**config.mk**
```make
export PLATFORM = sky130hd
export DESIGN_NAME = pipe_hazard_ctrl
export DESIGN_NICKNAME = d
export VERILOG_FILES = /design/src/rtl/pipe_hazard_pkg.sv /design/src/rtl/pipe_hazard_ctrl_mem_wait_fsm.sv /design/src/rtl/pipe_hazard_ctrl.sv
export SDC_FILE = /design/constraint.sdc
export NUM_CORES = 1
export LEC_CHECK = 0
export ABC_AREA = 1
export BUFFER_PORTS_ARGS = -buffer_cell sky130_fd_sc_hd__buf_4
export CORE_ASPECT_RATIO = 0.6
export CORE_MARGIN = 2
export CORE_UTILIZATION = 25
export CTS_CLUSTER_SIZE = 20
export DETAILED_ROUTE_END_ITERATION = 16
export PLACE_DENSITY_LB_ADDON = 0.2
export SETUP_SLACK_MARGIN = 0.4
export SYNTH_ARGS = -nofsm -noshare
export SYNTH_HDL_FRONTEND = slang
export SYNTH_SLANG_ARGS = --single-unit
```
**constraint.sdc**
```tcl
create_clock -name clk -period 3.87 [get_ports clk]
set_input_delay 0.774 -clock clk [delete_from_list [all_inputs] [get_ports clk]]
set_output_delay 0.774 -clock clk [all_outputs]
set_load 0.05 [all_outputs]
```
**src/rtl/pipe_hazard_pkg.sv**
```systemverilog
// Shared types and constants for the pipeline hazard/enable controller.
// Enable and flush vectors are indexed by the constants below.
package pipe_hazard_pkg;

    typedef enum logic [1:0] {
        IDLE = 2'd0,
        WAIT = 2'd1,
        DONE = 2'd2
    } mem_state_e;

    localparam int MEM_LAT_MAX = 15;

    localparam int EN_PC = 0;
    localparam int EN_F  = 1;
    localparam int EN_D  = 2;
    localparam int EN_E  = 3;
    localparam int EN_M  = 4;
    localparam int EN_N  = 5;

    localparam int FL_D  = 0;
    localparam int FL_E  = 1;
    localparam int FL_W  = 2;
    localparam int FL_N  = 3;

    // The latency counter is at least one bit wide, even when MEM_LAT is 0.
    function automatic int lat_cnt_width(input int lat);
        return (lat < 1) ? 1 : $clog2(lat + 1);
    endfunction

endpackage

```
**src/rtl/pipe_hazard_ctrl_mem_wait_fsm.sv**
```systemverilog
// M-stage memory wait sequencer; fixed-latency by default, handshake with MEM_HS_EN.
//   state | meaning
//   IDLE  | no access in flight; a new request may start a wait
//   WAIT  | access in progress, pipeline held
//   DONE  | release cycle, request ignored (fixed-latency mode only)
module mem_wait_fsm
    import pipe_hazard_pkg::*;
#(
    parameter int MEM_LAT = 2
) (
    input  logic clk,
    input  logic rst,
    input  logic mem_req_m,
`ifdef MEM_HS_EN
    input  logic mem_ready,
`endif
    output logic mem_wait
);

    mem_state_e state_q, state_d;

`ifdef MEM_HS_EN

    always_ff @(posedge clk) begin
        if (rst) begin
            state_q <= IDLE;
        end else begin
            state_q <= state_d;
        end
    end

    always_comb begin
        state_d  = state_q;
        mem_wait = 1'b0;
        case (state_q)
            IDLE: begin
                if (mem_req_m && !mem_ready) begin
                    mem_wait = 1'b1;
                    state_d  = WAIT;
                end
            end
            WAIT: begin
                mem_wait = mem_req_m & ~mem_ready;
                if (mem_ready) begin
                    state_d = IDLE;
                end
            end
            default: state_d = IDLE;
        endcase
    end

`else

    localparam int LAT_EFF = (MEM_LAT > MEM_LAT_MAX) ? MEM_LAT_MAX : MEM_LAT;
    localparam int CW      = lat_cnt_width(LAT_EFF);
    localparam int LAST_I  = (LAT_EFF > 1) ? (LAT_EFF - 1) : 0;
    localparam logic [CW-1:0] LAST = CW'(LAST_I);

    logic [CW-1:0] cnt_q, cnt_d;

    always_ff @(posedge clk) begin
        if (rst) begin
            state_q <= IDLE;
            cnt_q   <= '0;
        end else begin
            state_q <= state_d;
            cnt_q   <= cnt_d;
        end
    end

    // The IDLE request cycle already counts as the first stall cycle.
    always_comb begin
        state_d  = state_q;
        cnt_d    = cnt_q;
        mem_wait = 1'b0;
        case (state_q)
            IDLE: begin
                if (mem_req_m && (LAT_EFF > 0)) begin
                    mem_wait = 1'b1;
                    cnt_d    = CW'(1);
                    state_d  = (LAT_EFF > 1) ? WAIT : DONE;
                end
            end
            WAIT: begin
                mem_wait = 1'b1;
                cnt_d    = cnt_q + CW'(1);
                if (cnt_q == LAST) begin
                    state_d = DONE;
                end
            end
            DONE:    state_d = IDLE;
            default: state_d = IDLE;
        endcase
    end

`endif

endmodule

```
**src/rtl/pipe_hazard_ctrl.sv**
```systemverilog
// Pipeline enable/flush controller: load-use detection, memory-wait stall, stall counter.
// Build with MEM_HS_EN defined to use the mem_ready handshake instead of fixed latency.
module pipe_hazard_ctrl
    import pipe_hazard_pkg::*;
#(
    parameter int REG_AW  = 5,
    parameter int MEM_LAT = 2,
    parameter int CNT_W   = 32
) (
    input  logic              clk,
    input  logic              rst,
    input  logic [REG_AW-1:0] rs1_d,
    input  logic [REG_AW-1:0] rs2_d,
    input  logic              rs1_used_d,
    input  logic              rs2_used_d,
    input  logic [REG_AW-1:0] rd_e,
    input  logic              regwrite_e,
    input  logic              load_e,
    input  logic              branch_taken_e,
    input  logic              mem_req_m,
`ifdef MEM_HS_EN
    input  logic              mem_ready,
`endif
    output logic              en_pc,
    output logic              en_f,
    output logic              en_d,
    output logic              en_e,
    output logic              en_m,
    output logic              flush_d,
    output logic              flush_e,
    output logic              flush_w,
    output logic              mem_busy,
    output logic [CNT_W-1:0]  stall_cnt
);

    logic             rs1_hit;
    logic             rs2_hit;
    logic             lwstall;
    logic             mem_wait;
    logic             ready_w;
    logic [EN_N-1:0]  en_vec;
    logic [FL_N-1:0]  fl_vec;
    logic [CNT_W-1:0] stall_cnt_q, stall_cnt_d;

    mem_wait_fsm #(
        .MEM_LAT   (MEM_LAT)
    ) u_mem_wait_fsm (
        .clk       (clk),
        .rst       (rst),
        .mem_req_m (mem_req_m),
`ifdef MEM_HS_EN
        .mem_ready (mem_ready),
`endif
        .mem_wait  (mem_wait)
    );

    // x0 never carries a dependency, so a load into x0 cannot cause a stall.
    assign rs1_hit = rs1_used_d & (rs1_d == rd_e);
    assign rs2_hit = rs2_used_d & (rs2_d == rd_e);
    assign lwstall = load_e & regwrite_e & (rd_e != '0) & (rs1_hit | rs2_hit);
    assign ready_w = ~mem_wait;

    always_comb begin
        en_vec   = '1;
        fl_vec   = '0;
        mem_busy = 1'b0;
        if (rst) begin
            fl_vec = '1;
        end else begin
            en_vec[EN_PC] = ready_w & ~lwstall;
            en_vec[EN_F]  = ready_w & ~lwstall;
            en_vec[EN_D]  = ready_w & ~lwstall;
            en_vec[EN_E]  = ready_w;
            en_vec[EN_M]  = ready_w;
            // A held memory access masks redirects and bubbles; they reapply on release.
            fl_vec[FL_D]  = branch_taken_e & ready_w;
            fl_vec[FL_E]  = (branch_taken_e | lwstall) & ready_w;
            fl_vec[FL_W]  = mem_wait;
            mem_busy      = mem_wait;
        end
    end

    always_comb begin
        stall_cnt_d = stall_cnt_q;
        if (!en_vec[EN_PC] && (stall_cnt_q != '1)) begin
            stall_cnt_d = stall_cnt_q + CNT_W'(1);
        end
    end

    always_ff @(posedge clk) begin
        if (rst) begin
            stall_cnt_q <= '0;
        end else begin
            stall_cnt_q <= stall_cnt_d;
        end
    end

    assign en_pc     = en_vec[EN_PC];
    assign en_f      = en_vec[EN_F];
    assign en_d      = en_vec[EN_D];
    assign en_e      = en_vec[EN_E];
    assign en_m      = en_vec[EN_M];
    assign flush_d   = fl_vec[FL_D];
    assign flush_e   = fl_vec[FL_E];
    assign flush_w   = fl_vec[FL_W];
    assign stall_cnt = stall_cnt_q;

endmodule

```
Yosys cells after proc, flatten, opt, wreduce, memory -nomap -nowiden:

Index checks and enable logic that the tools add are counted.
W data, S select, Z words.

* add/subtract/negate cells: 2
* multiply operators: 0
* divide/modulo/power cells: 0
* $lt $le $gt $ge: 0
* eq/ne operators: 7
* shift operators: 0
* muxes and demuxes: 9
* bitwise operators: 12
* reduce and logical (&&, ||, !) cells: 7

Operators by type and width (number)
* $add A32 B1 Y32 const B: 1
* $ne A32 B32 Y1 const B: 1
* $eq A5 B5 Y1: 2
* $and A1 B1 Y1: 8
* $pmux W2 S2: 2
* $mux W5: 1
* $reduce_bool A5 Y1: 1
* $eq A2 B1 Y1 const B: 2
* $mux W2: 2
* $reduce_and A2 Y1: 2
* $mux W3: 1
* $add A2 B1 Y2 const B: 1
* $logic_not A2 Y1: 1
* $mux W1: 2
* $ne A2 B1 Y1 const B: 1
* $ne A2 B2 Y1 const B: 1
* $not A1 Y1: 2
* $or A1 B1 Y1: 2
* $pmux W1 S2: 1
* $reduce_bool A2 Y1: 1
* $logic_and A1 B1 Y1: 1
* $logic_not A1 Y1: 1

* bits in registers: 36
* latch bits: 0
* memory bits (writable): 0
* memory bits (read-only): 0
* bits of input ports: 23
* output and inout bits: 41
* word-level logic and storage cells: 40
* memories: 0

Logic depth before layout (Yosys ltp):

Gate-level depths: netlist of the first run.

* word-level depth: 9
* mapped depth: 13
* gate-level depth less buffers: 12

Modules after synthesis:

From an unflattened synthesis of the first run, not the netlist that was laid out.

* cell total of the unflattened synthesis: 441
* area, all modules: 2583.7 µm²

Modules (own cells, without submodules)
* pipe_hazard_ctrl: times used 1, cells an instance 417, area each 2393.5 µm², seq. area each 640.6 µm²
* mem_wait_fsm: times used 1, cells an instance 24, area each 190.2 µm², seq. area each 80.1 µm²

Least setup slack after synthesis of the first run:

Ideal clock, no wire load.

* path type: input port to output port
* from: in mem_req_m
* to: out en_f
* data arrival time: 3084 ps
* data required time: 3096 ps
* setup slack: 12 ps
* stages on the path: 9
* path buffers: 2
* path through: nand2_1 > nand2_1 > inv_1 > nor2_1 > inv_1 > nand2_2 > buf_2 > inv_1 > buf_4

* word-level cells in the longest chain between the ends: 5

Ends and longest elaborated chain
* start, declared: line pipe_hazard_ctrl.sv:20 `input logic mem_req_m,`
* $mux W1: line pipe_hazard_ctrl_mem_wait_fsm.sv:78 `if (mem_req_m && (LAT_EFF > 0)) begin`
* $pmux W1 S2: line pipe_hazard_ctrl_mem_wait_fsm.sv:76 `case (state_q)`
* $not A1 Y1: line pipe_hazard_ctrl.sv:61 `assign ready_w = ~mem_wait;`
* $and A1 B1 Y1: line pipe_hazard_ctrl.sv:71 `en_vec[EN_F] = ready_w & ~lwstall;`
* $mux W5: line pipe_hazard_ctrl.sv:67 `if (rst) begin`
* end, declared: line pipe_hazard_ctrl.sv:25 `output logic en_f,`

No other way between the ends.

Worst setup path in the final report of the first run:

* from: in rd_e[3]
* to: out en_d

* word-level cells in the longest chain between the ends: 7
* elaborated cells on any way between the ends: 11
* classes of those cells: 2 x eq/ne; 1 x mux; 7 x bitwise; 1 x reduce/logical

Ends and longest elaborated chain
* start, declared: line pipe_hazard_ctrl.sv:16 `input logic [REG_AW-1:0] rd_e,`
* $eq A5 B5 Y1, on equally long branches: line pipe_hazard_ctrl.sv:58, pipe_hazard_ctrl.sv:59
* $and A1 B1 Y1, on equally long branches: line pipe_hazard_ctrl.sv:58, pipe_hazard_ctrl.sv:59
* $or A1 B1 Y1: line pipe_hazard_ctrl.sv:60 `assign lwstall = load_e & regwrite_e & (rd_e != '0) & (rs1_hit | rs2_hit);`
* $and A1 B1 Y1 *: line pipe_hazard_ctrl.sv:60
* $not A1 Y1 *: line pipe_hazard_ctrl.sv:72 `en_vec[EN_D] = ready_w & ~lwstall;`
* $and A1 B1 Y1 *: line pipe_hazard_ctrl.sv:72
* $mux W5 *: line pipe_hazard_ctrl.sv:67
* end, declared: line pipe_hazard_ctrl.sv:26 `output logic en_d,`

Every way passes the cells marked *; elsewhere a longest branch is shown, timed or not.

==> impl_results.md, run 1 <==
- GPL Wtd Cong: 0.881
- Nets@finish: 535
- Reg-to-reg slack, setup: 1.48 ns
- Detailed placer's ending HPWL: 6410 um
- Internal power: 787 uW
- Layout cells sized above 1: 15.9%
- Clock skew: 0.00339 ns
- Sink Count: 36
- Crit end category: output pin
- Sequential area share after synthesis: 27.7%
- Hold buffer count at CTS: 0
- Vias in the first global route: 2542
- Clock tree buffer depth: 2
- DRC: 0
- Grt total ovfl: 0
- Slew Viols, Final: 0
- R2r endpoint: stall_cnt[29]
- Wirelength per Cell: 12.6 um
- First-pass GRT wire length: 13300 um
- Asr flop ratio synth: 0%
- Cts bufs inserted: 5
- IO Port Bufs: 63
- Final worst path period share: 72.1%
- Crit-path cells: buf_4 > inv_1 > nand2_1 > nand2_1 > nor2_1 > nand3_1 > nand2_1 > nand3_1 > nand2_2 > inv_1 > buf_4
- Area Growth Syn to Fin: 27.8%
- Clock power frac: 32.7%
- Delay-heaviest family, CP: simple AND/OR/NAND/NOR gates
- R2R depth: 8
- Largest family of logic cells by synthesized area: simple AND/OR/NAND/NOR gates
- Sw frac: 37.3%
- Simple-gate share of the synthesized area: 48.2%
- CTS tree: yes
- EDFF count, synth: 0
- Setup violators final: 0
- Critical Path Source Type: input pin
- R2r startpoint: stall_cnt[0]
- Synth Net Count: 477
- DIE AREA: 0.0113 mm2
- Synth Area in Compound Gates: 4.14%
- Max stage delay on crit path: 0.26 ns
- Total negative slack: 0 ns
- Most used cell, CP: nand2_1
- Max-cap viol count: 0
- Largest net degree at the start of global routing: 34
- DR vias: 2821
- CP Max Fanout: 15
- Initial core utilization: 26.0%
- WP data arrival: 2.02 ns
- Clock Pin Slew Worst Setup and Hold Paths: 0.05 ns
- Number of vias per cell: 4.37
- Die width: 136 um
- H-Tree Depth: 2
- Unique cell type count in the Yosys netlist: 27
- Die height: 83.0 um
- Final hold violation count: 0
- Mean post-synth cell area: 5.75 um2
- Hold Path Class: reg -> reg
- Comb pwr share: 31.0%
- # IOs: 64
- Post-synthesis mux area share: 0%
- Clk root buf: clkbuf_16
- Synthesized flop and latch total: 36
- Hold Crit Depth: 1
- Filler cell count: 1115
- Synth Area in XOR/XNOR: 6.74%
- Peak VDD IR: 150 uV
- Clk_lat worst skew: 0.28 ns
- Critical-path top delay cell: nand2_2
- Switching Power: 468 uW
- Worst endpoint required time: 3.10 ns
- Routed WL: 8130 um
- Slew @ Worst Pin: 0.509 ns
- Post-Synth Adder-Cell Area: 0.962%
- Power Dens Cells: 378 mW/mm2
- Ys flop type: dfxtp_1
- Kind of critical path: in -> out
- Post-DRT Antenna Nets: 0
- Synth Cell Area: 0.00260 mm2
- Global Route Usage Sum: 14.9%
- RSZ-0062 raised after global routing: false
- First drt pass iteration count: 4
- Core footprint: 0.00998 mm2
- Buffer and inverter count on the worst path: 4
- Row Count: 28
- Worst Setup SP: rd_e[3]
- Worst hold path startpoint: u_mem_wait_fsm.cnt_q[0]
- YS warnings: 0
- Tmin final: 2.79 ns
- Outcome: complete, no violations
- # diodes: 0
- Hold Path Sink: u_mem_wait_fsm.cnt_q[0]
- Post-Syn Instances: 452
- Setup Fix Bufs, Post-CTS: 0
- Drt first-iter violations: 240
- Fin util: 33.3%
- Initial antenna violation count: 0
- Worst rel slew slack: 65.9%
- Static leakage: 1.57 nW
- Resized cells post-CTS: 0
- Max frequency: 358 MHz
- Seq pwr share: 36.2%
[power by group through the flow]
stage | combinational, mW | sequential (mW) | clock [mW]
after floorplan | 0.186 | 0.552 | 0
after global placement | 0.390 | 0.462 | 0
after detailed placement | 0.392 | 0.463 | 0
after CTS | 0.393 | 0.455 | 0.424
after global routing | 0.429 | 0.461 | 0.441
final | 0.390 | 0.455 | 0.411
[worst register-to-register path, stage by stage (launching register included)]
cell	delay [ns]
dfxtp_1	0.43
ha_1	0.27
nand2_2	0.16
nor2_4	0.18
nand4_4	0.40
nand2_4	0.48
inv_1	0.21
nand2_1	0.09
nand2_1	0.05
[how the worst max path moves through the flow]
| stage | to | slack (ns) | depth (start not counted) |
|---|---|---|---|
| after floorplan | en_f | 0.61 | 9 |
| after global placement | en_d | 1.11 | 9 |
| after detailed placement | en_d | 1.09 | 10 |
| after CTS | en_d | 1.08 | 10 |
| after global routing | en_d | 0.94 | 10 |
| final | en_d | 1.08 | 11 |
[placed cells by master (no fill, tap or decap), drive strengths merged, types with 2 or more instances in the layout]
master	count
nand2	159
nor3	5
nor2	88
a21oi	12
xor2	12
buf	65
nand4	7
xnor2	8
nand3	34
nand3b	5
o21ai	6
inv	60
clkbuf	8
dfxtp	36
ha	2
[cell type report]
| type | instances | area (um2) | share of cell area (%) |
|---|---|---|---|
| Inverter | 61 | 229 | 6.89 |
| Multi-Input combinational cell | 341 | 1570 | 47.2 |
| Sequential cell | 36 | 721 | 21.7 |
| Clock buffer | 8 | 146 | 4.41 |
| Timing Repair Buffer | 65 | 488 | 14.7 |
| Tap cell | 135 | 169 | 5.08 |
[cells by family (layout without fill, tap and decap cells)]
logic type,Yosys count,count (layout)
xor+xnor,20,20
simple gates,299,299
compound gates,20,20
flops,36,36
fa+ha+maj,2,2
buf+inv,75,134
[cells in the mapped netlist, drive strengths merged, types with 2 or more instances]
cell type  count  area (um2)
dfxtp         36         721
buf           11        77.6
clkbuf         3        11.3
a21oi         12        60.1
nand4          7        58.8
nor2          88         345
xor2          12         105
nand3         34         170
nor3           5        25.0
nand2        159         609
inv           60         225
nand3b         5        37.5
o21ai          6        30.0
ha             2        25.0
xnor2          8        70.1
[stage by stage]
stage | std cells | setup slack, ns | cell area (um2) | hold WS (ns) | total power [mW]
final | 646 | 1.08 | 3320 | 0.470 | 1.26
after global routing | 646 | 0.945 | 3320 | 0.490 | 1.33
after CTS | 646 | 1.08 | 3320 | 0.469 | 1.27
after detailed placement | 638 | 1.09 | 3180 | 0.459 | 0.855
after global placement | 638 | 1.11 | 3180 | 0.447 | 0.852
after floorplan | 452 | 0.609 | 2610 | 0.430 | 0.737
[registers in the layout (all words and copies together) (netlist names)]
name,cells
stall_cnt,32
u_mem_wait_fsm.cnt_q,2
u_mem_wait_fsm.state_q,2
[routing by layer]
metal	routed length [um]	track usage [%]	share of wire, %
met5	0	0	0
met3	650	3.48	8.0
met2	2930	18.9	36
met1	4490	24.6	55
met4	53	2.56	0.65
Note: power is estimated with default switching activity, not from simulation.
==> run 2: changes to the inputs <==
==> constraint.sdc (replaced) <==
create_clock -name clk -period 2.8 [get_ports clk]
set_input_delay 0.56 -clock clk [delete_from_list [all_inputs] [get_ports clk]]
set_output_delay 0.56 -clock clk [all_outputs]
set_load 0.05 [all_outputs]
==> run 2 against run 1 <==
  * Sequential power up 38%
  * Core utilization up 1.2 points
  * Worst hold slack better by 0.0051 ns
  * Clock power up 59%
  * Combinational power up 45%
  * Power up 47%
  * Clock skew about the same
  * Cell count up 1.1%
  * Die area unchanged
  * Non-clock buffer count up 7
  * Clock-buffer cell count down 3
  * Via count up 2.5%
  * Critical endpoint is now en_f
==> impl_results.md, run 2 (synthesis gave the netlist of run 1 again) <==
- Outcome: complete, no violations
- Internal power: 1.16 mW
- Crit-path cells: nor2_2 > nand2_8 > nand2_4 > inv_4 > nor2_4 > clkinvlp_4 > nand2_4 > clkinvlp_4 > buf_4
- Clock power frac: 35.4%
- Fin util: 34.5%
- First-pass GRT wire length: 13200 um
- Hold buffer count at CTS: 0
- Vias in the first global route: 2554
- Met2 Track Usage GR: 19.9%
- Row Count: 28
- # IOs: 64
- Routed WL: 8260 um
- Clk root buf: clkbuf_16
- Drt first-iter violations: 216
- CP Max Fanout: 4
- GPL Wtd Cong: 0.961
- Post-DRT Antenna Nets: 0
- Worst rel slew slack: 66.4%
- Grt met3 use: 4.82%
- Max frequency: 442 MHz
- Nets@finish: 542
- Seq pwr share: 33.9%
- Final hold violation count: 0
- RSZ-0062 raised after global routing: false
- Overall Power: 1.85 mW
- Initial core utilization: 26.0%
- Max-cap viol count: 0
- Cts bufs inserted: 5
- Worst endpoint required time: 2.24 ns
- Switching Power: 685 uW
- Slew Viols, Final: 0
- H-Tree Depth: 2
- Critical-path top delay cell: dfxtp_1
- IO Port Bufs: 63
- Met1 Use GR: 22.8%
- Grt total ovfl: 0
- Critical Path Source Type: flop
- Power Dens Cells: 537 mW/mm2
- Commonest non-fill, non-tap cell in the layout: nand2_1
- Final worst path period share: 80.8%
- Comb pwr share: 30.6%
- Most frequent cells in the layout: 154 x nand2_1, 82 x nor2_1, 72 x buf_4, 56 x inv_1, 36 x dfxtp_1
- Max reg flops: 32
- # diodes: 0
- DRC: 0
- Setup violators final: 0
- Final worst-path setup slack: 0.537 ns
- Global Route Usage Sum: 14.9%
- GRT busiest layer: met1
- Hold Path Class: reg -> reg
- Layout cells sized above 1: 18.7%
- Initial antenna violation count: 0
- Wirelength per Cell: 12.6 um
- Number of vias per cell: 4.43
- Clock Pin Slew Worst Setup and Hold Paths: 0.06 ns
- Die height: 83.0 um
- Clock skew: 0.00314 ns
- Crit end category: output pin
- Filler cell count: 1098
- DR vias: 2892
- Area Growth Syn to Fin: 32.4%
- Static leakage: 1.62 nW
- Placement Cell Area: 0.00325 mm2
- Finished Layout Cells: 653
- Largest net degree at the start of global routing: 34
- Clk_lat worst skew: 0.29 ns
- Placed cell count: 643
- Setup WS pre-CTS: 0.559 ns
- DIE AREA: 0.0113 mm2
- CTS tree: yes
- WP data arrival: 1.70 ns
- Clock tree buffer depth: 2
- Sink Count: 36
- Peak VDD IR: 221 uV
- Detailed placer's ending HPWL: 6490 um
- Sw frac: 37.0%
- Die width: 136 um
- Slew @ Worst Pin: 0.501 ns
- Kind of critical path: reg -> out
- Post-route cell area: 0.00344 mm2
- Max stage delay on crit path: 0.34 ns
- First drt pass iteration count: 5
- Tmin final: 2.26 ns
- Core footprint: 0.00998 mm2
==> run 2: worst paths after layout <==
check,startpoint,to,slack [ns],cells after the start
worst max-delay path,u_mem_wait_fsm.state_q[1],en_f,0.54,9
worst min-delay path,u_mem_wait_fsm.cnt_q[0],u_mem_wait_fsm.cnt_q[0],0.48,1
worst max register to register,stall_cnt[0],stall_cnt[17],0.77,11
worst min register to register,u_mem_wait_fsm.cnt_q[0],u_mem_wait_fsm.cnt_q[0],0.48,1
==> run 2: critical path: cells and delay by family, from the launching register on <==
| family | cells | cell delay [ns] |
|---|---|---|
| buffers and inverters | 4 | 0.47 |
| DFF | 1 | 0.34 |
| and+or+nand+nor | 5 | 0.59 |
==> run 2: metrics by stage <==
step                setup TNS [ns]  hold slack, ns
floorplan                  -0.0665           0.430
global placement                 0           0.455
detailed placement               0           0.461
CTS                              0           0.476
global route                     0           0.499
finish                           0           0.475
==> run 2: area by class of cell <==
cell class	count	area, um2	area share (%)
clock inverter	3	42.5	1.24
timing repair buffer	72	541	15.7
multi-input combinational	341	1610	46.6
clock buffer	5	125	3.64
inverter	61	239	6.94
tap	135	169	4.91
sequential	36	721	20.9
==> run 2: repair_timing <==
| item | 4_1_cts | 5_1_grt |
|---|---|---|
| resized for setup | 0 | 2 |
| buffers inserted | 0 | 2 |
| setup endpoints to repair | 0 | 3 |
==> run 2: metal layers <==
layer | vias up | routed length, um
met5 | - | 0
met4 | 0 | 68
met3 | 9 | 713
met2 | 86 | 3130
met1 | 1286 | 4350
li1 | 1511 | -
==> run 2: power by group through the flow <==
stage                     Combinational (mW)  Sequential (mW)  Clock, mW
after detailed placement               0.564            0.637          0
after global placement                 0.559            0.637          0
after global routing                   0.618            0.635      0.693
final                                  0.566            0.628      0.655
after CTS                              0.566            0.627      0.665
after floorplan                        0.276            0.763          0
